<file path="config.mk">
export PLATFORM = sky130hd
export DESIGN_NAME = data_arbiter_2to1_flat
export DESIGN_NICKNAME = d
export VERILOG_FILES = /design/src/rtl/data_arbiter_2to1_pkg.sv /design/src/rtl/data_arbiter_2to1_if.sv /design/src/rtl/data_arbiter_2to1_resp_id_fifo.sv /design/src/rtl/data_arbiter_2to1.sv /design/src/flat_wrapper.sv
export SDC_FILE = /design/constraint.sdc
export NUM_CORES = 1
export LEC_CHECK = 0
export CAP_MARGIN = 30
export CORE_AREA = 2 2 122 124
export CTS_CLUSTER_SIZE = 30
export DETAILED_ROUTE_END_ITERATION = 10
export DIE_AREA = 0 0 124 126
export PLACE_DENSITY_LB_ADDON = 0.1
export SLEW_MARGIN = 20
export SYNTH_ARGS = -nofsm -noshare
export SYNTH_HDL_FRONTEND = slang
export SYNTH_SLANG_ARGS = --single-unit
</file>
<file path="constraint.sdc">
create_clock -name clk_i -period 5.16 [get_ports clk_i]
set_input_delay 1.29 -clock clk_i [delete_from_list [all_inputs] [get_ports clk_i]]
set_output_delay 1.29 -clock clk_i [all_outputs]
set_load 0.05 [all_outputs]
</file>
<file path="src/rtl/data_arbiter_2to1_pkg.sv">
// Shared types and defaults for the 2:1 memory-port arbiter.
package data_arbiter_2to1_pkg;

  typedef enum logic {
    M0 = 1'b0,
    M1 = 1'b1
  } master_id_e;

  localparam int unsigned DEFAULT_MAX_OUTSTANDING = 2;

  function automatic master_id_e other_master(input master_id_e id);
    return (id == M0) ? M1 : M0;
  endfunction

endpackage

</file>
<file path="src/rtl/data_arbiter_2to1_if.sv">
// Request/response bus used on both master ports and on the memory port.
interface data_arbiter_2to1_if #(
  parameter int ADDR_WIDTH = 32,
  parameter int DATA_WIDTH = 32
);
  logic                  req;
  logic                  gnt;
  logic                  rvalid;
  logic [ADDR_WIDTH-1:0] addr;
  logic                  we;
  logic [3:0]            be;
  logic [DATA_WIDTH-1:0] wdata;
  logic [DATA_WIDTH-1:0] rdata;

  modport master (output req, addr, we, be, wdata, input gnt, rvalid, rdata);
  modport slave  (input req, addr, we, be, wdata, output gnt, rvalid, rdata);
endinterface

</file>
<file path="src/rtl/data_arbiter_2to1_resp_id_fifo.sv">
// In-order FIFO of granted master IDs; pointers wrap modulo DEPTH.
module resp_id_fifo
  import data_arbiter_2to1_pkg::*;
#(
  parameter int unsigned DEPTH = DEFAULT_MAX_OUTSTANDING,
  localparam int unsigned PTR_W = (DEPTH > 1) ? $clog2(DEPTH) : 1,
  localparam int unsigned CNT_W = $clog2(DEPTH + 1)
) (
  input  logic             clk_i,
  input  logic             rst_ni,
  input  logic             push,
  input  master_id_e       push_id,
  input  logic             pop,
  output logic             full,
  output logic             empty,
  output logic [CNT_W-1:0] count,
  output master_id_e       head
);

  master_id_e       mem [DEPTH];
  logic [PTR_W-1:0] wr_ptr;
  logic [PTR_W-1:0] rd_ptr;
  logic             do_push;
  logic             do_pop;

  function automatic logic [PTR_W-1:0] ptr_inc(input logic [PTR_W-1:0] p);
    return (p == PTR_W'(DEPTH - 1)) ? '0 : p + PTR_W'(1);
  endfunction

  assign full    = (count == CNT_W'(DEPTH));
  assign empty   = (count == CNT_W'(0));
  assign do_push = push & ~full;
  assign do_pop  = pop & ~empty;
  assign head    = mem[rd_ptr];

  // Storage, pointers and occupancy.
  always_ff @(posedge clk_i or negedge rst_ni) begin
    if (!rst_ni) begin
      wr_ptr <= '0;
      rd_ptr <= '0;
      count  <= '0;
      for (int i = 0; i < int'(DEPTH); i++) begin
        mem[i] <= M0;
      end
    end else begin
      if (do_push) begin
        mem[wr_ptr] <= push_id;
        wr_ptr      <= ptr_inc(wr_ptr);
      end else begin
        wr_ptr <= wr_ptr;
      end
      if (do_pop) begin
        rd_ptr <= ptr_inc(rd_ptr);
      end else begin
        rd_ptr <= rd_ptr;
      end
      case ({do_push, do_pop})
        2'b10:   count <= count + CNT_W'(1);
        2'b01:   count <= count - CNT_W'(1);
        default: count <= count;
      endcase
    end
  end

endmodule

</file>
<file path="src/rtl/data_arbiter_2to1.sv">
// Two masters share one memory port: round-robin selection, zero-cycle grant,
// in-order response routing and a sticky stray-response flag.
module data_arbiter_2to1
  import data_arbiter_2to1_pkg::*;
#(
  parameter int ADDR_WIDTH      = 32,
  parameter int DATA_WIDTH      = 32,
  parameter int MAX_OUTSTANDING = DEFAULT_MAX_OUTSTANDING
) (
  input  logic                 clk_i,
  input  logic                 rst_ni,
  data_arbiter_2to1_if.slave   m0,
  data_arbiter_2to1_if.slave   m1,
  data_arbiter_2to1_if.master  s,
  output logic                 protocol_err_o
);

  localparam int unsigned CNT_W = $clog2(MAX_OUTSTANDING + 1);

  master_id_e            prio;
  master_id_e            sel;
  master_id_e            head;
  logic                  full;
  logic                  empty;
  logic [CNT_W-1:0]      count;
  logic                  grant;
  logic                  pop;
  logic [ADDR_WIDTH-1:0] sel_addr;
  logic [DATA_WIDTH-1:0] sel_wdata;
  logic [3:0]            sel_be;
  logic                  sel_we;

  // Master selection and request field mux.
  always_comb begin
    sel       = M0;
    sel_addr  = m0.addr;
    sel_we    = m0.we;
    sel_be    = m0.be;
    sel_wdata = m0.wdata;
    if (m0.req && m1.req) begin
      sel = prio;
    end else if (m1.req) begin
      sel = M1;
    end else begin
      sel = M0;
    end
    if (sel == M1) begin
      sel_addr  = m1.addr;
      sel_we    = m1.we;
      sel_be    = m1.be;
      sel_wdata = m1.wdata;
    end else begin
      sel_addr  = m0.addr;
      sel_we    = m0.we;
      sel_be    = m0.be;
      sel_wdata = m0.wdata;
    end
  end

  // Fullness comes from the registered count, so a same-cycle pop never frees a slot.
  assign s.req   = (m0.req | m1.req) & ~full;
  assign s.addr  = sel_addr;
  assign s.we    = sel_we;
  assign s.be    = sel_be;
  assign s.wdata = sel_wdata;

  assign grant     = s.req & s.gnt & rst_ni;
  assign pop       = s.rvalid & ~empty & rst_ni;
  assign m0.gnt    = grant & (sel == M0);
  assign m1.gnt    = grant & (sel == M1);
  assign m0.rvalid = pop & (head == M0);
  assign m1.rvalid = pop & (head == M1);
  assign m0.rdata  = s.rdata;
  assign m1.rdata  = s.rdata;

  resp_id_fifo #(.DEPTH(MAX_OUTSTANDING)) u_resp_id_fifo (
    .clk_i   (clk_i),
    .rst_ni  (rst_ni),
    .push    (grant),
    .push_id (sel),
    .pop     (pop),
    .full    (full),
    .empty   (empty),
    .count   (count),
    .head    (head)
  );

  // Round-robin priority; only moves on an actual grant.
  always_ff @(posedge clk_i or negedge rst_ni) begin
    if (!rst_ni) begin
      prio <= M0;
    end else if (grant) begin
      prio <= other_master(sel);
    end else begin
      prio <= prio;
    end
  end

  // Sticky flag for a response arriving with nothing outstanding.
  always_ff @(posedge clk_i or negedge rst_ni) begin
    if (!rst_ni) begin
      protocol_err_o <= 1'b0;
    end else if (s.rvalid && (count == CNT_W'(0))) begin
      protocol_err_o <= 1'b1;
    end else begin
      protocol_err_o <= protocol_err_o;
    end
  end

endmodule

</file>
<file path="src/flat_wrapper.sv">
// flat-port wrapper written by rule: the top's interface ports become plain ports
module data_arbiter_2to1_flat import data_arbiter_2to1_pkg::*;
#(
  parameter int ADDR_WIDTH      = 32,
  parameter int DATA_WIDTH      = 32,
  parameter int MAX_OUTSTANDING = DEFAULT_MAX_OUTSTANDING
)
  (clk_i, rst_ni, protocol_err_o, m0_req, m0_addr, m0_we, m0_be, m0_wdata, m0_gnt, m0_rvalid, m0_rdata, m1_req, m1_addr, m1_we, m1_be, m1_wdata, m1_gnt, m1_rvalid, m1_rdata, s_req, s_addr, s_we, s_be, s_wdata, s_gnt, s_rvalid, s_rdata);
  data_arbiter_2to1_if #(.ADDR_WIDTH(ADDR_WIDTH), .DATA_WIDTH(DATA_WIDTH)) m0_i ();
  data_arbiter_2to1_if #(.ADDR_WIDTH(ADDR_WIDTH), .DATA_WIDTH(DATA_WIDTH)) m1_i ();
  data_arbiter_2to1_if #(.ADDR_WIDTH(ADDR_WIDTH), .DATA_WIDTH(DATA_WIDTH)) s_i ();
  input  logic clk_i;
  input  logic rst_ni;
  output logic protocol_err_o;
  input wire logic [$bits(m0_i.req)-1:0] m0_req;
  input wire logic [$bits(m0_i.addr)-1:0] m0_addr;
  input wire logic [$bits(m0_i.we)-1:0] m0_we;
  input wire logic [$bits(m0_i.be)-1:0] m0_be;
  input wire logic [$bits(m0_i.wdata)-1:0] m0_wdata;
  output wire logic [$bits(m0_i.gnt)-1:0] m0_gnt;
  output wire logic [$bits(m0_i.rvalid)-1:0] m0_rvalid;
  output wire logic [$bits(m0_i.rdata)-1:0] m0_rdata;
  input wire logic [$bits(m1_i.req)-1:0] m1_req;
  input wire logic [$bits(m1_i.addr)-1:0] m1_addr;
  input wire logic [$bits(m1_i.we)-1:0] m1_we;
  input wire logic [$bits(m1_i.be)-1:0] m1_be;
  input wire logic [$bits(m1_i.wdata)-1:0] m1_wdata;
  output wire logic [$bits(m1_i.gnt)-1:0] m1_gnt;
  output wire logic [$bits(m1_i.rvalid)-1:0] m1_rvalid;
  output wire logic [$bits(m1_i.rdata)-1:0] m1_rdata;
  output wire logic [$bits(s_i.req)-1:0] s_req;
  output wire logic [$bits(s_i.addr)-1:0] s_addr;
  output wire logic [$bits(s_i.we)-1:0] s_we;
  output wire logic [$bits(s_i.be)-1:0] s_be;
  output wire logic [$bits(s_i.wdata)-1:0] s_wdata;
  input wire logic [$bits(s_i.gnt)-1:0] s_gnt;
  input wire logic [$bits(s_i.rvalid)-1:0] s_rvalid;
  input wire logic [$bits(s_i.rdata)-1:0] s_rdata;
  assign m0_i.req = m0_req;
  assign m0_i.addr = m0_addr;
  assign m0_i.we = m0_we;
  assign m0_i.be = m0_be;
  assign m0_i.wdata = m0_wdata;
  assign m0_gnt = m0_i.gnt;
  assign m0_rvalid = m0_i.rvalid;
  assign m0_rdata = m0_i.rdata;
  assign m1_i.req = m1_req;
  assign m1_i.addr = m1_addr;
  assign m1_i.we = m1_we;
  assign m1_i.be = m1_be;
  assign m1_i.wdata = m1_wdata;
  assign m1_gnt = m1_i.gnt;
  assign m1_rvalid = m1_i.rvalid;
  assign m1_rdata = m1_i.rdata;
  assign s_req = s_i.req;
  assign s_addr = s_i.addr;
  assign s_we = s_i.we;
  assign s_be = s_i.be;
  assign s_wdata = s_i.wdata;
  assign s_i.gnt = s_gnt;
  assign s_i.rvalid = s_rvalid;
  assign s_i.rdata = s_rdata;
  data_arbiter_2to1 #(.ADDR_WIDTH(ADDR_WIDTH), .DATA_WIDTH(DATA_WIDTH), .MAX_OUTSTANDING(MAX_OUTSTANDING)) u_core (.clk_i(clk_i), .rst_ni(rst_ni), .m0(m0_i), .m1(m1_i), .s(s_i), .protocol_err_o(protocol_err_o));
endmodule
</file>
* Word-level counts from Yosys, hierarchy flattened
Cells that the tools add are included.
Cells by class: add/sub/neg operators 4, $lt $le $gt $ge 3, equality and inequality tests 3, multiplexer cells 16, bitwise gates (word level) 18, reduce and logical (&&, ||, !) cells 5
Operator list (number):
- 32-bit two-way mux | 2
- 1-bit AND | 11
- 1-bit two-way mux | 10
- 2-bit == test, second input constant | 2
- 2-bit greater-or-equal comparator, second input constant | 2
- 4-bit two-way mux | 1
- 1-bit NOT | 4
- 1-bit NOT with 2-bit output | 2
- 2-bit one-hot mux with 2 select lines | 1
- 1-bit logical AND | 3
- 1-bit adder, second input constant | 2
- 2-bit by 1-bit adder with 2-bit output, second input constant | 1
- 2-bit bitwise mux | 1
- 2-bit by 1-bit == test with 1-bit output, second input constant | 1
- 2-bit logical NOT | 1
- 2-bit by 1-bit less-than comparator with 1-bit output, second input constant | 1
- 2-bit nonzero test | 1
- 2-bit by 1-bit subtractor with 2-bit output, second input constant | 1
- 1-bit demux with 1-bit select | 1
- 1-bit OR | 1
Storage, ports and cells: flip-flop bits (word level) 8, bits of input ports 176, output and inout bits 139, logic and storage cells 56

* Logic depth before layout (Yosys ltp)
Gate-level depths: netlist of run 1.
word-level depth 8, depth in mapped cells 7, depth with buffers taken out 6

* Cells and area by module
From an unflattened synthesis of run 1, not the netlist that was laid out.
Second synthesis, totals: cells, all modules 182, area, all modules 1767.9 µm²
Modules (own cells, without submodules):
- data_arbiter_2to1 | times used 1, cells an instance 159, area each 1485.2 µm²
- resp_id_fifo | times used 1, cells an instance 23, area each 282.8 µm²

* Worst setup path before layout of run 1
OpenSTA, ideal clock, no wires.
kind input-to-output, start point in m0_req, end point out m0_gnt, data arrival time 2.587 ns, slack 1.283 ns, cell stages on the path 5, path buffers 2, cell sequence inv_1 > o21ai_1 > buf_2 > buf_2 > nor2b_1
Between the ends: word-level cells in the longest chain between the ends 5, elaborated cells between the ends (all ways) 8, those cells by class mux: 1; bitwise: 6; reduce/logical: 1
Ends and longest elaborated chain:
- start, declared | RTL line flat_wrapper.sv:15 | input wire logic [$bits(m0_i.req)-1:0] m0_req;
- 1-bit OR | RTL line data_arbiter_2to1.sv:61 | assign s.req = (m0.req | m1.req) & ~full;
- 1-bit AND | RTL line data_arbiter_2to1.sv:61
- 1-bit AND (2 in a row) | RTL line data_arbiter_2to1.sv:67 | assign grant = s.req & s.gnt & rst_ni;
- 1-bit AND * | RTL line data_arbiter_2to1.sv:69 | assign m0.gnt = grant & (sel == M0);
- end, declared | RTL line flat_wrapper.sv:20 | output wire logic [$bits(m0_i.gnt)-1:0] m0_gnt;
Every way passes the cells marked *; elsewhere a longest branch is shown, timed or not.

* Final worst setup path of run 1
start point in m0_req, end point out s_addr[15]
Between the ends: word-level cells in the longest chain between the ends 3
Ends and longest elaborated chain:
- 1-bit logical AND | RTL line data_arbiter_2to1.sv:40 | if (m0.req && m1.req) begin
- 1-bit two-way mux | RTL line data_arbiter_2to1.sv:40
- 32-bit two-way mux | RTL line data_arbiter_2to1.sv:47 | if (sel == M1) begin
- end, declared | RTL line flat_wrapper.sv:32 | output wire logic [$bits(s_i.addr)-1:0] s_addr;
Every way passes these cells.

==> metrics.md, run 1 <==
| Metric | Value |
|---|---|
| Total of cells resized after clock tree synthesis | 0 |
| Lkg Pwr | 1.43 nW |
| Time the final worst path needs with I/O delays and setup | ~4700 ps |
| Arrival time reported for the critical path endpoint | roughly 3400 ps |
| Category of the most critical setup path | in2out |
| Count of distinct cell types in the synthesized netlist | 23 |
| Setup skew after layout | approximately 0.32 ps |
| Length in cells of the worst reg-to-reg path | 6 |
| Combined area of the multi-input logic cells | slightly below 0.001 sq mm |
| Most used flip-flop cell after synthesis | sky130_fd_sc_hd__dfrtp_1 |
| Grt met1 use | 10.3% |
| Vertical extent of the die | around 130 um |
| Buffer and inverter count on the worst path | 4 |
| Register area | between 200 and 250 sq um |
| Routed wire length per instance | ~16 um |
| Overall routing resource usage | a little under a tenth |
| Initial Util | 11.9% |
| Final Hold Vio Count | 0 |
| # rows | 44 |
| CTS buffer count | 3 |
| RSZ-0062 raised after global routing | false |
| TritonCTS clock tree | built |
| Number of max-slew violations in the final report | 0 |
| DRC viols | 0 |
| Depth of the critical timing path with buffers and inverters included | 6 |
| Most used cell, CP | sky130_fd_sc_hd__clkdlybuf4s50_1 |
| Cell family with the largest share of critical-path delay | buffers and inverters |
| Class of the tightest hold or removal check | reg2reg |
| Post-synthesis cell area | approximately 0.0017 sq mm |
| Worst vdd rail ir drop | roughly 0.00012 V |
| Count of warnings emitted by yosys | 0 |
| Post-synthesis register bit count | 8 |
| Vias in the first global route | between 1.5k and 2k |
| Placeable core area | 0.0143 sq mm |
| Die X | between 100 and 150 um |
| Synth Instances | between 150 and 200 |
| Most frequent cells in the layout | sky130_fd_sc_hd__clkdlybuf4s50_1 (164), sky130_fd_sc_hd__mux2_1 (68), sky130_fd_sc_hd__buf_4 (59) |
| Mean instance size in the synthesized netlist | 9.55 sq um |
| Worst slew slack as a fraction of its limit | between 60% and 70% |
| Most common cell after layout, fill and taps aside | sky130_fd_sc_hd__clkdlybuf4s50_1 |
| Source of the worst register-to-register timing path | u_core.u_resp_id_fifo.count[1]$_DFFE_PN0P_ |
| Number of top-level pins | between 300 and 400 |
| Status | completed |
| Period utilisation layout | 90.2% |
| Max incr delay on CP | ~710 ps |
| Clock Sink Count | 8 |
| Number of routed nets with antenna violations | 0 |
| Worst EP required | around 3900 ps |
| Flop2flop setup slack | approximately 3300 ps |
| Power density over the cells | approximately 280 mW/mm^2 |
| Cell Chain, Critical Path | clkdlybuf4s50_1, inv_1, o21ai_4, buf_12, mux2_1, clkdlybuf4s50_1 |
| MaxCap Viol Count | 0 |
| Post-synth net total | about 360 |
| Via Count | ~1.8k |
| Reg2Reg Capture Point | u_core.u_resp_id_fifo.count[1]$_DFFE_PN0P_ |
| EDFF count, synth | 0 |
| Setup bufs post-CTS | 0 |
| Global-route wire length before repair | 11300 um |
| H-Tree Depth | 1 |
| Critical Path Source Type | primary input |
| Later-pin clock latency in the skew report | 230 ps |
| Transition time of the tightest slew-check pin | 533 ps |
| Pwr Total | ~1.0 mW |
| Launching element of the worst setup path | m0_req |
| Most area-consuming cells after synthesis | sky130_fd_sc_hd__mux2_1 (45%), sky130_fd_sc_hd__buf_4 (28%), sky130_fd_sc_hd__dfrtp_1 (12%) |
| Seq/Total Area, Yosys | a little under an eighth |
| Remaining Overflow, GRT | 0 |
| Largest net degree at the start of global routing | 26 |
| GR met2 Demand/Resource | about 17% |
| Crit-path slowest cell | sky130_fd_sc_hd__clkdlybuf4s50_1 |
| Maximum net fanout on the critical path | 19 |
| Number of hold buffers added after CTS | 0 |
| Setup Total Neg Slack | 0 ps |
| Fin nets | between 500 and 600 |
| N_diodes | 0 |
| Last element of the critical path | s_addr[15] |
| First-pass detailed-route iteration total | 2 |
| Number of failing setup endpoints in the final timing report | 0 |
| Detail-routed via count per cell | around 3.5 |
| Number of buffer cells added on primary ports | roughly 220 |
| Share of the synthesized area in the top cell type | approximately 45% |
| Routability congestion estimate | between 0.7 and 0.8 |
| Most heavily used metal layer in global routing | met2 |
| Total Die Area | between 0.015 and 0.02 sq mm |
| Area Growth Syn to Fin | 111% |
| Routed WL | a little over 8000 um |
| Category of the worst setup path capture point | primary output |
| Top cell type by total area after synthesis | sky130_fd_sc_hd__mux2_1 |
| Clk slew on worst S/H paths | 40 ps |
| GR met3 Demand/Resource | 3.80% |
| CTS Root Cell | sky130_fd_sc_hd__clkbuf_16 |
| Top achievable clock speed | approximately 210 MHz |
| HPWL Detailed | roughly 7000 um |
| Number of antenna violations at the first check in global routing | 0 |
| Synth async-reset ratio | 100% |
| Fraction of final layout cells with drive strength greater than 1 | 20.1% |
| Number of filler cells placed in the layout | between 1.5k and 2k |
| Iter 0 DRT Violations | 12 |
| CTS max path bufs | 2 |
## how the worst min path moves through the flow
| stage | slack (ps) | start | to | cells past startpoint |
|---|---|---|---|---|
| after floorplan | 460 | u_core.u_resp_id_fifo.mem[0]$_DFFE_PN0P_ | u_core.u_resp_id_fifo.mem[0]$_DFFE_PN0P_ | 2 |
| after global placement | 450 | u_core.protocol_err_o$_DFFE_PN0P_ | u_core.protocol_err_o$_DFFE_PN0P_ | 1 |
| after detailed placement | 450 | u_core.protocol_err_o$_DFFE_PN0P_ | u_core.protocol_err_o$_DFFE_PN0P_ | 1 |
| after CTS | 460 | u_core.protocol_err_o$_DFFE_PN0P_ | u_core.protocol_err_o$_DFFE_PN0P_ | 1 |
| final | 460 | u_core.protocol_err_o$_DFFE_PN0P_ | u_core.protocol_err_o$_DFFE_PN0P_ | 1 |
| after global routing | 500 | u_core.protocol_err_o$_DFFE_PN0P_ | u_core.protocol_err_o$_DFFE_PN0P_ | 1 |
## Yosys cell counts, drive strengths merged, types with 2 or more instances
master,instances
dfrtp,8
inv,2
xnor2,4
o41ai,2
nor2,6
nor2b,3
mux2,70
o31ai,2
buf,73
## logic make-up after synthesis
family / count (synthesis) / synth area share (%)
AOI/OAI and AO/OA: 7 / 3.07
xor gates and xnor gates: 5 / 2.56
adders and majority gates: 1 / 0.732
buffers and inverters: 75 / 31.6
DFF: 8 / 11.7
muxes: 71 / 46.9
and+or+nand+nor: 12 / 3.44
## worst reg2reg max path, stage by stage, from the launching register on
cell                      delay (ps)
sky130_fd_sc_hd__dfrtp_1         400
sky130_fd_sc_hd__nor2b_2         200
sky130_fd_sc_hd__or3_1           380
sky130_fd_sc_hd__buf_4           180
sky130_fd_sc_hd__ha_1            300
sky130_fd_sc_hd__nor2_1          140
sky130_fd_sc_hd__xor2_1          150
## layer usage
metal	routed length [um]	vias up
met5	0	-
met4	113	0
met3	1080	12
met2	4060	132
met1	2900	807
li1	-	861
## sequential cells by signal, summed over array words and instances, names as in the netlist
signal and count:
u_core.prio 1, u_core.protocol_err_o 1, u_core.u_resp_id_fifo.count 2, u_core.u_resp_id_fifo.mem 2, u_core.u_resp_id_fifo.rd_ptr 1, u_core.u_resp_id_fifo.wr_ptr 1
## power by group
group / switching (mW) / internal (mW) / total [mW]
Combinational: 0.453 / 0.322 / 0.776
Clock: 0.0281 / 0.0997 / 0.128
Sequential: 0.0301 / 0.0919 / 0.122
Total: 0.511 / 0.514 / 1.03
## metrics by stage
step,instances,setup slack (ps),hold WS (ps),area (sq um),utilization (%)
2_1_floorplan,179,1280,459,1710,-
3_3_place_gp,514,506,445,3520,24.6
3_5_place_dp,514,483,447,3520,24.6
4_1_cts,517,478,463,3600,25.1
5_1_grt,517,420,498,3600,25.1
6_report,517,504,458,3600,25.1
## final cells by class
type,count,area share (%)
inverter,2,0.209
sequential,8,5.56
tap,184,6.40
clock buffer,3,2.09
timing repair buffer,224,58.5
multi-input combinational,96,27.3
Note: power is estimated with default switching activity, not from simulation.
==> inputs of run 2 (changes only) <==
--- a/config.mk
+++ b/config.mk
@@ -10,7 +10,7 @@
 export CTS_CLUSTER_SIZE = 30
 export DETAILED_ROUTE_END_ITERATION = 10
 export DIE_AREA = 0 0 124 126
-export PLACE_DENSITY_LB_ADDON = 0.1
+export PLACE_DENSITY = 0.56
 export SLEW_MARGIN = 20
 export SYNTH_ARGS = -nofsm -noshare
 export SYNTH_HDL_FRONTEND = slang
==> metrics.md, run 2 (synthesis gave the netlist of run 1 again) <==
| Metric | Value |
|---|---|
| Status | completed |
| Total of cells resized after clock tree synthesis | 0 |
| Iter 0 DRT Violations | 12 |
| Top achievable clock speed | between 200 and 250 MHz |
| N_diodes | 0 |
| Number of routed nets with antenna violations | 0 |
| Number of failing setup endpoints in the final timing report | 0 |
| Area post-placement | ~0.0036 sq mm |
| Placed cell count | 511 |
| Worst EP required | slightly below 4000 ps |
| Internal portion of total power | just over 500 uW |
| Clk slew on worst S/H paths | 40 ps |
| MaxCap Viol Count | 0 |
| RSZ-0062 raised after global routing | false |
| Number of buffer cells added on primary ports | 218 |
| Routability congestion estimate | 0.783 |
| Vias in the first global route | slightly below 2k |
| Hold WS | about 450 ps |
| Number of top-level pins | approximately 320 |
| Fraction of power consumed by sequential logic | a little under an eighth |
| Remaining Overflow, GRT | 0 |
| Clock Sink Count | 8 |
| CTS max path bufs | 2 |
| Gate power share | about three quarters |
| Number of antenna violations at the first check in global routing | 1 |
| Switch Pwr | approximately 520 uW |
| Number of max-slew violations in the final report | 0 |
| Number of hold buffers added after CTS | 0 |
| Source of the worst register-to-register timing path | u_core.u_resp_id_fifo.count[1]$_DFFE_PN0P_ |
| Routed WL | 8070 um |
| HPWL Detailed | roughly 7000 um |
| Lkg Pwr | ~1.4 nW |
| Flop2flop setup slack | roughly 3300 ps |
| Setup Total Neg Slack | 0 ps |
| Via Count | around 1.8k |
| Pwr Total | 1.04 mW |
| Switching part of the total | between 50% and 60% |
| Worst setup slack after placement | roughly 350 ps |
| Die X | approximately 120 um |
| Period utilisation layout | between 90% and 100% |
| Critical Path Source Type | primary input |
| Clock network fraction of total power | between 10% and 20% |
| Time the final worst path needs with I/O delays and setup | between 4000 and 5000 ps |
| Class of the tightest hold or removal check | reg2reg |
| CTS Root Cell | sky130_fd_sc_hd__clkbuf_16 |
| Total Die Area | ~0.016 sq mm |
| Maximum net fanout on the critical path | 39 |
| Most common cell after layout, fill and taps aside | sky130_fd_sc_hd__clkdlybuf4s50_1 |
| Initial Util | 11.9% |
| Worst vdd rail ir drop | between 0.0001 and 0.00015 V |
| Launching element of the worst setup path | m0_req |
| Vertical extent of the die | between 100 and 150 um |
| Placeable core area | between 0.01 and 0.015 sq mm |
| Most frequent cells in the layout | sky130_fd_sc_hd__clkdlybuf4s50_1 (185), sky130_fd_sc_hd__mux2_1 (68), sky130_fd_sc_hd__buf_4 (35) |
| CTS buffer count | 3 |
| Later-pin clock latency in the skew report | 230 ps |
| Final Hold Vio Count | 0 |
| Arrival time reported for the critical path endpoint | around 3500 ps |
| Overall routing resource usage | 9.27% |
| Utilization after layout | between 20 and 30% |
| First-pass detailed-route iteration total | 2 |
| Category of the most critical setup path | in2out |
| End point of the worst hold path | u_core.protocol_err_o$_DFFE_PN0P_ |
| Worst Hold Path Cells | 1 |
| Power density over the cells | between 200 and 300 mW/mm^2 |
| Reg2Reg Capture Point | u_core.u_resp_id_fifo.count[1]$_DFFE_PN0P_ |
| Largest net degree at the start of global routing | 40 |
| Worst Setup Slack, final | about 380 ps |
| Setup bufs post-CTS | 0 |
| # rows | 44 |
| Registers with the most flip-flops | u_core.u_resp_id_fifo.count (2), u_core.u_resp_id_fifo.mem (2) |
| Post-layout instance area | between 0.003 and 0.004 sq mm |
| Area Growth Syn to Fin | 112% |
| Routed wire length per instance | ~16 um |
| Setup skew after layout | roughly 0.53 ps |
| Fraction of final layout cells with drive strength greater than 1 | a little over an eighth |
| H-Tree Depth | 1 |
| Number of filler cells placed in the layout | 1532 |
| Transition time of the tightest slew-check pin | 541 ps |
| Global-route wire length before repair | between 10000 and 15000 um |
| Fin nets | about 510 |
| Non-filler cells, final | between 500 and 600 |
| Length in cells of the worst reg-to-reg path | 5 |
| Detail-routed via count per cell | approximately 3.6 |
| Worst slew slack as a fraction of its limit | between 60% and 70% |
| DRC viols | 0 |
| TritonCTS clock tree | built |
| Category of the worst setup path capture point | primary output |
| Start point of the worst hold path | u_core.protocol_err_o$_DFFE_PN0P_ |
run 2: cell count changes in the layout (fill, tap and decap cells not counted), sizes merged:
cell,change
clkdlybuf4s50,+21
buf,-24
run 2: per-layer routing:
| layer | wire length, um | share of wire [%] | global-route usage, % |
|---|---|---|---|
| met1 | 2720 | 34 | 8.67 |
| met2 | 4180 | 52 | 18.3 |
| met3 | 1020 | 13 | 3.49 |
| met4 | 140 | 1.7 | 2.64 |
| met5 | 13 | 0.16 | 0 |
run 2: power groups by stage:
stage / Combinational, mW / Clock, mW / Sequential (mW)
finish: 0.783 / 0.131 / 0.124
global route: 0.824 / 0.136 / 0.129
CTS: 0.795 / 0.133 / 0.124
detailed placement: 0.789 / 0 / 0.123
global placement: 0.787 / 0 / 0.122
floorplan: 0.625 / 0 / 0.113
run 2: worst max path at each step:
stage	endpoint
after floorplan	m0_gnt
after global placement	s_addr[14]
after detailed placement	s_addr[14]
after CTS	s_addr[14]
after global routing	s_addr[14]
final	s_addr[23]
run 2: final cells by class:
type	instances	area (sq um)	share of cell area, %
Sequential cell	8	200	5.52
Clock buffer	3	75.1	2.07
Timing Repair Buffer	221	2130	58.8
Inverter	2	7.51	0.207
Multi-Input combinational cell	96	981	27.0
Tap cell	184	230	6.34
run 2: worst max-delay path, stage by stage:
cell                              delay (ps)
sky130_fd_sc_hd__clkdlybuf4s50_1         480
sky130_fd_sc_hd__inv_1                    70
sky130_fd_sc_hd__o21ai_4                 240
sky130_fd_sc_hd__buf_12                  250
sky130_fd_sc_hd__mux2_1                  390
sky130_fd_sc_hd__clkdlybuf4s50_1         730
